## config.mk

```make
export PLATFORM = sky130hd
export DESIGN_NAME = pe_feeder
export DESIGN_NICKNAME = d
export VERILOG_FILES = /design/src/rtl/pe_pkg.sv /design/src/rtl/pe_feeder_ctrl.sv /design/src/rtl/pe_feeder.sv
export SDC_FILE = /design/constraint.sdc
export NUM_CORES = 1
export LEC_CHECK = 0
export CAP_MARGIN = 30
export CORE_ASPECT_RATIO = 0.8
export CORE_MARGIN = 1.5
export CORE_UTILIZATION = 40
export DETAILED_ROUTE_END_ITERATION = 12
export GPL_ROUTABILITY_DRIVEN = 0
export GPL_TIMING_DRIVEN = 0
export PLACE_DENSITY = 0.78
export SYNTH_ARGS = -nofsm -noshare
export SYNTH_HDL_FRONTEND = slang
export SYNTH_SLANG_ARGS = --single-unit
export TNS_END_PERCENT = 1
```

## constraint.sdc

```tcl
create_clock -name clk -period 2.1 [get_ports clk]
set_input_delay 0.42 -clock clk [delete_from_list [all_inputs] [get_ports clk]]
set_output_delay 0.42 -clock clk [all_outputs]
set_load 0.01 [all_outputs]
```

## src/rtl/pe_pkg.sv

```systemverilog
// Shared definitions for the PE feeder: FSM state encoding and default
// datapath/window/latency sizes.
package pe_pkg;

   localparam int DATA_W_DEF = 16;
   localparam int LEN_W_DEF  = 8;
   localparam int PE_LAT_DEF = 1;

   typedef enum logic [2:0] {
      IDLE,
      CLEAR,
      STREAM,
      DRAIN,
      HOLD
   } state_t;

endpackage

```

## src/rtl/pe_feeder_ctrl.sv

```systemverilog
// Window sequencer for pe_feeder: FSM with the operand countdown (remain)
// and the drain countdown that waits out the PE pipeline.
module pe_feeder_ctrl
   import pe_pkg::*;
#(
   parameter int LEN_W  = LEN_W_DEF,
   parameter int PE_LAT = PE_LAT_DEF
) (
   input  logic             clk,
   input  logic             rst_n,
   input  logic             start,
   input  logic [LEN_W-1:0] len,
   input  logic             fire,
   input  logic             psum_ready,
   output logic             busy,
   output logic             stream,
   output logic             pe_en,
   output logic             pe_clr,
   output logic             capture,
   output logic             psum_valid,
   output logic             done
);

   localparam int CNT_W = $clog2(PE_LAT + 2);

   state_t             state;
   logic [LEN_W-1:0]   remain;
   logic [CNT_W-1:0]   drain_cnt;

   // Drain counter is preloaded in CLEAR so both STREAM and the len=0 path enter DRAIN ready
   always_ff @(posedge clk or negedge rst_n) begin
      if (!rst_n) begin
         state     <= IDLE;
         remain    <= '0;
         drain_cnt <= '0;
      end else begin
         case (state)
            IDLE: begin
               if (start) begin
                  remain <= len;
                  state  <= CLEAR;
               end
            end
            CLEAR: begin
               drain_cnt <= CNT_W'(PE_LAT);
               state     <= (remain == '0) ? DRAIN : STREAM;
            end
            STREAM: begin
               if (fire) begin
                  remain <= remain - 1'b1;
                  if (remain == LEN_W'(1)) begin
                     state <= DRAIN;
                  end
               end
            end
            DRAIN: begin
               if (drain_cnt == '0) begin
                  state <= HOLD;
               end else begin
                  drain_cnt <= drain_cnt - 1'b1;
               end
            end
            HOLD: begin
               if (psum_ready) begin
                  state <= IDLE;
               end
            end
            default: state <= IDLE;
         endcase
      end
   end

   assign busy       = (state != IDLE);
   assign stream     = (state == STREAM);
   assign pe_en      = (state == STREAM) || (state == DRAIN);
   assign pe_clr     = (state == CLEAR);
   assign capture    = (state == DRAIN) && (drain_cnt == '0);
   assign psum_valid = (state == HOLD);
   assign done       = (state == HOLD) && psum_ready;

endmodule

```

## src/rtl/pe_feeder.sv

```systemverilog
// Operand sequencer for one PE: joint ifmap/filter handshake, window clear,
// drain and psum return. Optional product-overflow flag via PE_FEEDER_OVF_EN.
module pe_feeder
   import pe_pkg::*;
#(
   parameter int DATA_W = DATA_W_DEF,
   parameter int LEN_W  = LEN_W_DEF,
   parameter int PE_LAT = PE_LAT_DEF
) (
   input  logic              clk,
   input  logic              rst_n,
   input  logic              start,
   input  logic [LEN_W-1:0]  len,
   output logic              busy,
   input  logic              ifmap_valid,
   input  logic [DATA_W-1:0] ifmap_data,
   output logic              ifmap_ready,
   input  logic              filter_valid,
   input  logic [DATA_W-1:0] filter_data,
   output logic              filter_ready,
   output logic [DATA_W-1:0] pe_ifmap,
   output logic [DATA_W-1:0] pe_filter,
   output logic              pe_en,
   output logic              pe_clr,
   input  logic [DATA_W-1:0] pe_psum,
   output logic              psum_valid,
   output logic [DATA_W-1:0] psum_data,
   input  logic              psum_ready,
   output logic              done
`ifdef PE_FEEDER_OVF_EN
   ,
   output logic              ovf
`endif
);

   logic stream;
   logic capture;
   logic fire;

   // Both streams advance together; a lone valid never consumes its word
   assign fire         = stream && ifmap_valid && filter_valid;
   assign ifmap_ready  = fire;
   assign filter_ready = fire;

   pe_feeder_ctrl #(
      .LEN_W  (LEN_W),
      .PE_LAT (PE_LAT)
   ) u_ctrl (
      .clk        (clk),
      .rst_n      (rst_n),
      .start      (start),
      .len        (len),
      .fire       (fire),
      .psum_ready (psum_ready),
      .busy       (busy),
      .stream     (stream),
      .pe_en      (pe_en),
      .pe_clr     (pe_clr),
      .capture    (capture),
      .psum_valid (psum_valid),
      .done       (done)
   );

   // Non-fire cycles feed zeros so bubbles and the drain add nothing to the sum
   always_ff @(posedge clk or negedge rst_n) begin
      if (!rst_n) begin
         pe_ifmap  <= '0;
         pe_filter <= '0;
         psum_data <= '0;
      end else begin
         pe_ifmap  <= fire ? ifmap_data  : '0;
         pe_filter <= fire ? filter_data : '0;
         if (capture) begin
            psum_data <= pe_psum;
         end
      end
   end

`ifdef PE_FEEDER_OVF_EN
   logic [2*DATA_W-1:0] product;

   assign product = {{DATA_W{1'b0}}, ifmap_data} * {{DATA_W{1'b0}}, filter_data};

   // Sticky per window: any fired pair whose full product exceeds DATA_W bits
   always_ff @(posedge clk or negedge rst_n) begin
      if (!rst_n) begin
         ovf <= 1'b0;
      end else if (pe_clr) begin
         ovf <= 1'b0;
      end else if (fire && (|product[2*DATA_W-1:DATA_W])) begin
         ovf <= 1'b1;
      end
   end
`endif

endmodule

```

==> impl_metrics.toml, run 1 <==
[status]
outcome = "complete, no violations"

[grt]
grt_overflow = 0
grt_pass1_wl_mm = 9.439
grt_pass1_vias = 1991
track_usage = 0.1883
grt_max_degree = 36
grt_antenna_before_repair = 0

[final_layout]
final_cells = 424
drive_gt1_frac = 0.1283
area_growth_pct = 60.19
antennaDiodeCount = 0
fillers = 462
nets = 404

[synth]
synth_cells = 204
ys.flop_type = "dfrtp_1"
synth_area_um2 = 2505
syn-num-nets = 270
synth_edf_count = 0
ys_types = 40
yosys_register_bits = 61
avgSynthCellArea_um2 = 12.28
ys_warn_count = 0
async_reset_ff_frac = 1.000
synth_seq_area_share = 0.6094

[sta]
relSlewSlack = 0.4539
rsz0062_at_grt = "false"
finalSetupViolCount = 0
finalMaxSlewViolations = 0
hold_viol_final = 0
worst_pin_slew_ps = 819.1
fmax_mhz = 490.8
period_share = 0.9703
finalCriticalPeriod_ps = 2038
finClkSkew_ps = 4.428

[critical_path]
cp.arrival_ps = 1620
worstPathCellList = "clkdlybuf4s50_1 > and3_4 > buf_4 > dlygate4sd2_1"
critPathKind = "in -> out"
cp_max_fo = 5
worst-path-buf-inv = 3
cp-end-kind = "primary output"
max_stage_delay_ps = 560
required_ps = 1680
cpMaxStageDelayCell = "clkdlybuf4s50_1"
critPathTopFamily = "buffers and inverters"
start_kind = "primary input"

[die]
die_h_um = 73.78
dieArea_um2 = 6749
initial_core_util = 0.4193
die_x_um = 91.48
ios = 117
fp.coreArea_um2 = 5974
rows = 25

[placed_design]
dp.cells = 402
portBuffers = 116
dp.final_hpwl_mm = 4.365

[worst_hold_path]
min_path_type = "in -> async"

[power_and_ir_drop]
p_leak_uw = 0.001782
max-vdd-ir-drop_v = 0.0005937
power.density_nw_per_um2 = 1143
p_total_uw = 4588

[clock_tree]
clkTransAtPathRegs_ps = 70
cts_made_buffers = 9
holdBufCountCts = 0
cts_htree_levels = 3
clockRootBuffer = "clkbuf_8"
cts_tree = "done"
numClockSinks = 61
clk_latency_ps = 340
clockBufferDepth = 2

[drt]
viasPerCell = 4.703
drt_wl_total_mm = 5.930
drc = 0
dr.pass1.iters = 4
wl_per_cell_um = 13.99
ant_nets = 0
vias = 1994
drt_iter0_drc = 118

[job]
max_cap_viol_count = 0
-- layout make-up --
| type | count | area (µm²) | area share |
|---|---|---|---|
| sequential | 61 | 1526 | 0.3804 |
| timing repair buffer | 124 | 1221 | 0.3043 |
| multi-input combinational | 127 | 898.4 | 0.2239 |
| clock buffer | 10 | 127.6 | 0.03181 |
| tap | 81 | 101.3 | 0.02526 |
| buffer | 10 | 78.83 | 0.01964 |
| clock inverter | 6 | 40.04 | 0.009978 |
| inverter | 5 | 18.77 | 0.004677 |
-- per-layer routing --
layer	vias up	track usage	routed length [µm]
met5	-	0	0
met4	0	0.08854	119
met3	14	0.09938	623
met2	87	0.2977	2787
met1	931	0.2125	2400
li1	962	-	-
-- placed cells by master (no fill, tap or decap), types with 4 or more instances in the layout --
cell type,synthesis,routed
clkbuf_8,0,9
nand2_1,8,8
inv_1,5,5
mux2_2,7,7
clkdlybuf4s50_1,0,109
mux2_1,9,9
dlygate4sd2_1,0,6
buf_4,2,10
nor3_1,4,4
o21ai_0,7,7
a21oi_1,7,7
and2_1,32,32
dfrtp_1,61,61
clkbuf_1,4,4
buf_6,4,4
nor2_1,11,10
clkinvlp_4,0,4
o21ai_1,6,6
ha_1,4,4
-- path summary, 6_finish.rpt --
| check | start | to | slack, ps | cells after the start |
|---|---|---|---|---|
| max in group asynchronous | rst_n | pe_ifmap[4] | 1300 | 2 |
| min reg2reg | u_ctrl.drain_cnt[0] | u_ctrl.drain_cnt[0] | 490 | 1 |
| min | rst_n | u_ctrl.remain[5] | 170 | 1 |
| max reg2reg | u_ctrl.state[1] | u_ctrl.remain[4] | 350 | 5 |
| max | filter_valid | ifmap_ready | 60 | 4 |
| min in group clk | u_ctrl.drain_cnt[0] | u_ctrl.drain_cnt[0] | 490 | 1 |
-- logic make-up after synthesis --
logic type               Yosys count  synth area share
AO/OA/AOI/OAI                     34           0.08792
flip-flops                        61            0.6094
buffers and inverters             16           0.03945
multiplexers                      16           0.07193
adder cells (fa/ha/maj)            4           0.01998
AND/OR/NAND/NOR                   73            0.1713
-- power by group --
group	switching [µW]	leakage (µW)	internal, µW
Combinational	878	0.000924	1110
Clock	451	0.0000743	422
Sequential	212	0.000784	1510
-- state kept, by name, summed over array words and instances, names as in the netlist --
register          cells
u_ctrl.state          3
psum_data            16
pe_filter            16
u_ctrl.remain         8
u_ctrl.drain_cnt      2
pe_ifmap             16
-- Yosys cell counts, drive strengths merged, types with 2 or more instances --
cell type / n / area share
a211o: 2 / 0.0070
a21oi: 7 / 0.014
a32oi: 2 / 0.0070
a41oi: 2 / 0.0070
and2: 32 / 0.080
and3: 3 / 0.0075
buf: 7 / 0.026
clkbuf: 4 / 0.0060
dfrtp: 61 / 0.61
ha: 4 / 0.020
inv: 5 / 0.0075
mux2: 16 / 0.072
nand2: 8 / 0.012
nand2b: 2 / 0.0050
nand3: 2 / 0.0060
nor2: 11 / 0.016
nor2b: 2 / 0.0050
nor3: 4 / 0.0080
nor3b: 2 / 0.0080
o21ai: 13 / 0.026
or3: 2 / 0.0050
-- metrics by stage --
| step | area [µm²] | worst slack, ps | utilization | TNS (ps) | hold WS [ps] |
|---|---|---|---|---|---|
| final | 4013 | 62.43 | 0.6716 | 0 | 174.9 |
| after detailed placement | 3782 | -517.4 | 0.6331 | -940.3 | 476.5 |
| after global routing | 4013 | 0.5590 | 0.6716 | 0 | 245.9 |
| after floorplan | 2505 | 466.4 | - | 0 | 124.4 |
| after global placement | 3767 | -1403 | 0.6306 | -86260 | 473.8 |
| after CTS | 4005 | 15.04 | 0.6704 | 0 | 203.1 |
-- timing repair --
item                       in CTS  in global routing
pin swaps                       1                  1
resized for setup              13                  1
setup endpoints to repair       7                  2
buffers inserted                6                  1
Note: power is estimated with default switching activity, not from simulation.
==> inputs of run 2 (changes only) <==
--- a/config.mk
+++ b/config.mk
@@ -7,2 +7,3 @@
 export LEC_CHECK = 0
+export ABC_AREA = 0
 export CAP_MARGIN = 30
==> constraint.sdc (replaced) <==
create_clock -name clk -period 2.1 [get_ports clk]
set_input_delay 0.63 -clock clk [delete_from_list [all_inputs] [get_ports clk]]
set_output_delay 0.63 -clock clk [all_outputs]
set_load 0.01 [all_outputs]
==> impl_metrics.toml, run 2 (synthesis results as in run 1) <==
[grt]
grt_max_degree = 36
grt_pass1_wl_mm = 9.487
track_usage = 0.1890
grt_overflow = 0
grt_pass1_vias = 1956
grt_antenna_before_repair = 0

[final_layout]
nets = 404
top_regs = "pe_filter x16, pe_ifmap x16, psum_data x16"
final_cells = 424
mostFrequentLayoutCell = "clkdlybuf4s50_1"
antennaDiodeCount = 0
fin_util = 0.6706
final_cell_mix = "clkdlybuf4s50_1 (106), dfrtp_1 (61), and2_1 (32)"
drive_gt1_frac = 0.1458
area_growth_pct = 59.94

[die]
die_x_um = 91.48
ios = 117
die_h_um = 73.78
rows = 25
initial_core_util = 0.4193
dieArea_um2 = 6749
fp.coreArea_um2 = 5974

[clock_tree]
holdBufCountCts = 0
cts_tree = "done"
clk_latency_ps = 330
clockBufferDepth = 2
numClockSinks = 61
cts_made_buffers = 9
clkTransAtPathRegs_ps = 70
cts_htree_levels = 3
clockRootBuffer = "clkbuf_8"

[sta]
setup_ws_ps = -71.50
finalSetupViolCount = 2
finalCriticalPeriod_ps = 2172
finClkSkew_ps = 5.524
rsz0062_at_grt = "true"
fin_tns_setup_ps = -97.88
finalMaxSlewViolations = 0
hold_viol_final = 0
timing.hold.ws_ps = 393.8
relSlewSlack = 0.4502
fmax_mhz = 460.5
worst_pin_slew_ps = 824.8
period_share = 1.034

[drt]
drc = 0
dr.pass1.iters = 4
ant_nets = 0
vias = 1986
wl_per_cell_um = 14.07
drt_iter0_drc = 107
drt_wl_total_mm = 5.964
viasPerCell = 4.684

[status]
violations = "negative setup slack"
outcome = "complete, but fails checks"

[critical_path]
cp_max_fo = 5
cp.arrival_ps = 1540
start_kind = "register"
critPathKind = "reg -> out"
cp-end-kind = "primary output"
required_ps = 1470

[power_and_ir_drop]
max-vdd-ir-drop_v = 0.0005937
power.density_nw_per_um2 = 1148
p_leak_uw = 0.001779

[job]
max_cap_viol_count = 0

[worst_hold_path]
min_path_type = "in -> async"

[placed_design]
dp.final_hpwl_mm = 4.365
portBuffers = 116
dp_slack_ps = -937.4
dp.cells = 402
run 2: cell types whose count changed in the layout (fill, tap and decap cells not counted), sizes merged:
cell and delta:
clkdlybuf4s50 -3, buf +2, clkbuf +2, dlygate4sd2 -4, dlymetal6s2s +1, clkdlybuf4s15 +2
run 2: power by group:
| part | total [µW] | internal [µW] | switching (µW) |
|---|---|---|---|
| registers | 1730 | 1510 | 216 |
| logic | 2000 | 1120 | 886 |
| clock network | 870 | 422 | 447 |
| total | 4600 | 3050 | 1550 |
run 2: critical path: stages, from the launching register on:
cell             delay, ps
dfrtp_1                410
nor3b_4                220
and3_4                 250
buf_4                  110
clkdlybuf4s15_2        210
run 2: routing by layer:
layer | share of wire | track usage
met1 | 0.40 | 0.2185
met2 | 0.49 | 0.2977
met3 | 0.096 | 0.09938
met4 | 0.012 | 0.07813
met5 | 0 | 0
run 2: through the flow:
stage	cell area (µm²)	total power (µW)
after floorplan	2505	2762
after global placement	3767	3588
after detailed placement	3782	3658
after CTS	3994	4615
after global routing	4006	4897
final	4006	4601
run 2: path summary, 6_finish.rpt:
path                                  from               end  slack, ps  depth (start not counted)
max                        u_ctrl.state[1]       ifmap_ready        -70                          4
min in group clk              psum_data[9]      psum_data[9]        490                          1
min reg2reg                   psum_data[9]      psum_data[9]        490                          1
min                                  rst_n  u_ctrl.remain[5]        390                          1
max in group asynchronous            rst_n       pe_ifmap[4]       1080                          2
max reg2reg                u_ctrl.state[1]  u_ctrl.remain[4]        340                          5
run 2: layout make-up:
type	count	area, µm²
tap	81	101.3
sequential	61	1526
fill	461	1968
inverter	5	18.77
multi-input combinational	127	898.4
buffer	10	82.58
clock inverter	6	40.04
timing repair buffer	124	1211
clock buffer	10	127.6
run 2: what timing repair did:
| item | CTS | global route |
|---|---|---|
| pin swaps | 2 | 0 |
| endpoints found under the setup margin | 7 | 7 |
| buffers inserted | 5 | 2 |
| hold endpoints to repair | 0 | 0 |
| resized for setup | 26 | 6 |
==> inputs of run 3 (changes only) <==
--- a/config.mk
+++ b/config.mk
@@ -15,3 +15,3 @@
 export GPL_TIMING_DRIVEN = 0
-export PLACE_DENSITY = 0.78
+export PLACE_DENSITY = 0.75
 export SYNTH_ARGS = -nofsm -noshare
--- a/constraint.sdc
+++ b/constraint.sdc
@@ -3,2 +3,2 @@
 set_output_delay 0.63 -clock clk [all_outputs]
-set_load 0.01 [all_outputs]
+set_load 0.05 [all_outputs]
==> impl_metrics.toml, run 3 (synthesis results as in run 1) <==
[status]
outcome = "complete, no violations"

[sta]
worst_pin_slew_ps = 547.2
hold_viol_final = 0
finalMaxSlewViolations = 0
period_share = 0.9889
relSlewSlack = 0.6366
rsz0062_at_grt = "true"
finalCriticalPeriod_ps = 2077
finalSetupViolCount = 0
finClkSkew_ps = 5.637
fmax_mhz = 481.6
fin_tns_setup_ps = 0

[critical_path]
required_ps = 1470
reg2reg_to = "u_ctrl.remain[4]"
cp.arrival_ps = 1450
rr_startpoint = "u_ctrl.state[1]"
start_kind = "register"
cp-end-kind = "primary output"
cpMaxStageDelayCell = "dfrtp_1"
worst-path-buf-inv = 2
critPathTopFamily = "flip-flops"
max_stage_delay_ps = 410
reg2reg_slack_ps = 340
reg2reg_depth = 5
cp_max_fo = 10
critPathKind = "reg -> out"
worstPathCellList = "buf_4 > or3_1 > buf_6"

[drt]
dr.pass1.iters = 4
vias = 2044
wl_per_cell_um = 14.90
drt_iter0_drc = 101
ant_nets = 0
drt_wl_total_mm = 6.272
drc = 0
viasPerCell = 4.855

[die]
ios = 117
die_h_um = 73.78
die_x_um = 91.48
initial_core_util = 0.4193
rows = 25
dieArea_um2 = 6749
fp.coreArea_um2 = 5974

[final_layout]
fillers = 468
drive_gt1_frac = 0.1471
nets = 401
final_area_um2 = 3995
seqCellArea_um2 = 1528
antennaDiodeCount = 0
final_cell_mix = "dfrtp_1 (60), clkdlybuf4s50_1 (58), dlygate4sd2_1 (48)"
area_growth_pct = 59.49
fin_util = 0.6687
multi_input_area_um2 = 898.4
top_regs = "pe_filter x16, pe_ifmap x16, psum_data x16"
final_cells = 421
mostFrequentLayoutCell = "dfrtp_1"

[clock_tree]
cts_htree_levels = 3
clockRootBuffer = "clkbuf_8"
numClockSinks = 61
clkTransAtPathRegs_ps = 70
clk_latency_ps = 330
cts_made_buffers = 9
holdBufCountCts = 0
clockBufferDepth = 2
cts_tree = "done"

[power_and_ir_drop]
power.density_nw_per_um2 = 1360
p_leak_uw = 0.001982
max-vdd-ir-drop_v = 0.0006073

[job]
max_cap_viol_count = 0

[grt]
grt_overflow = 0
track_usage = 0.2017
grt_pass1_wl_mm = 10.26
grt.met2_usage = 0.3184
grt_antenna_before_repair = 0
grt_max_degree = 40
grt_pass1_vias = 2124
grt-busiest-layer = "met2"
grt_use_met1 = 0.2367
grt.met3_usage = 0.1190

[placed_design]
dp.cells = 402
dp.final_hpwl_mm = 4.627
portBuffers = 116
dpl_cell_area_um2 = 3782

[worst_hold_path]
min_path_type = "in -> async"
[run 3: cell types whose count changed in the layout (fill, tap and decap cells not counted), sizes merged]
cell / change
clkbuf: +1
clkinvlp: -2
dlymetal6s2s: +1
bufinv: +1
clkdlybuf4s50: -48
clkdlybuf4s15: -2
dlygate4sd2: +46
[run 3: how the worst max path moves through the flow]
stage,start,to,slack (ps),depth (start not counted)
after floorplan,u_ctrl.state[2],ifmap_ready,0.7,4
after global placement,rst_n,psum_data[1],-1580,1
after detailed placement,ifmap_valid,ifmap_ready,-1140,5
after CTS,u_ctrl.state[1],done,-20,4
after global routing,u_ctrl.state[0],busy,-40,3
final,u_ctrl.state[0],busy,20,3
[run 3: layout make-up]
class / count / share of cell area
Buffer: 10 / 0.02224
Clock buffer: 11 / 0.03790
Clock inverter: 5 / 0.01472
Inverter: 5 / 0.004698
Multi-Input combinational cell: 127 / 0.2249
Sequential cell: 61 / 0.3824
Tap cell: 81 / 0.02537
Timing Repair Buffer: 121 / 0.2878
[run 3: through the flow]
step                      setup slack [ps]  hold slack [ps]  total power [µW]
after floorplan                     0.7341            334.4              3543
after global placement               -1581            473.4              4393
after detailed placement             -1142            480.6              4460
after CTS                           -22.77            272.5              5447
after global routing                -35.05            286.3              5761
final                                23.39            272.4              5433
[run 3: where the power goes]
part	internal, µW	leakage [µW]	switching [µW]
combinational	957	0.00110	1670
sequential	1510	0.000783	216
clock	613	0.000102	461
[run 3: repair_timing]
item	4_1_cts	5_1_grt
setup buffers	2	2
pin swaps	1	2
gates resized for setup	99	7
setup endpoints to repair	53	8
[run 3: per-layer routing]
| metal | part of all wire | vias to the layer above | wire length (µm) |
|---|---|---|---|
| li1 | - | 956 | - |
| met1 | 0.40 | 988 | 2509 |
| met2 | 0.47 | 90 | 2971 |
| met3 | 0.12 | 10 | 733 |
| met4 | 0.0091 | 0 | 57 |
| met5 | 0 | - | 0 |
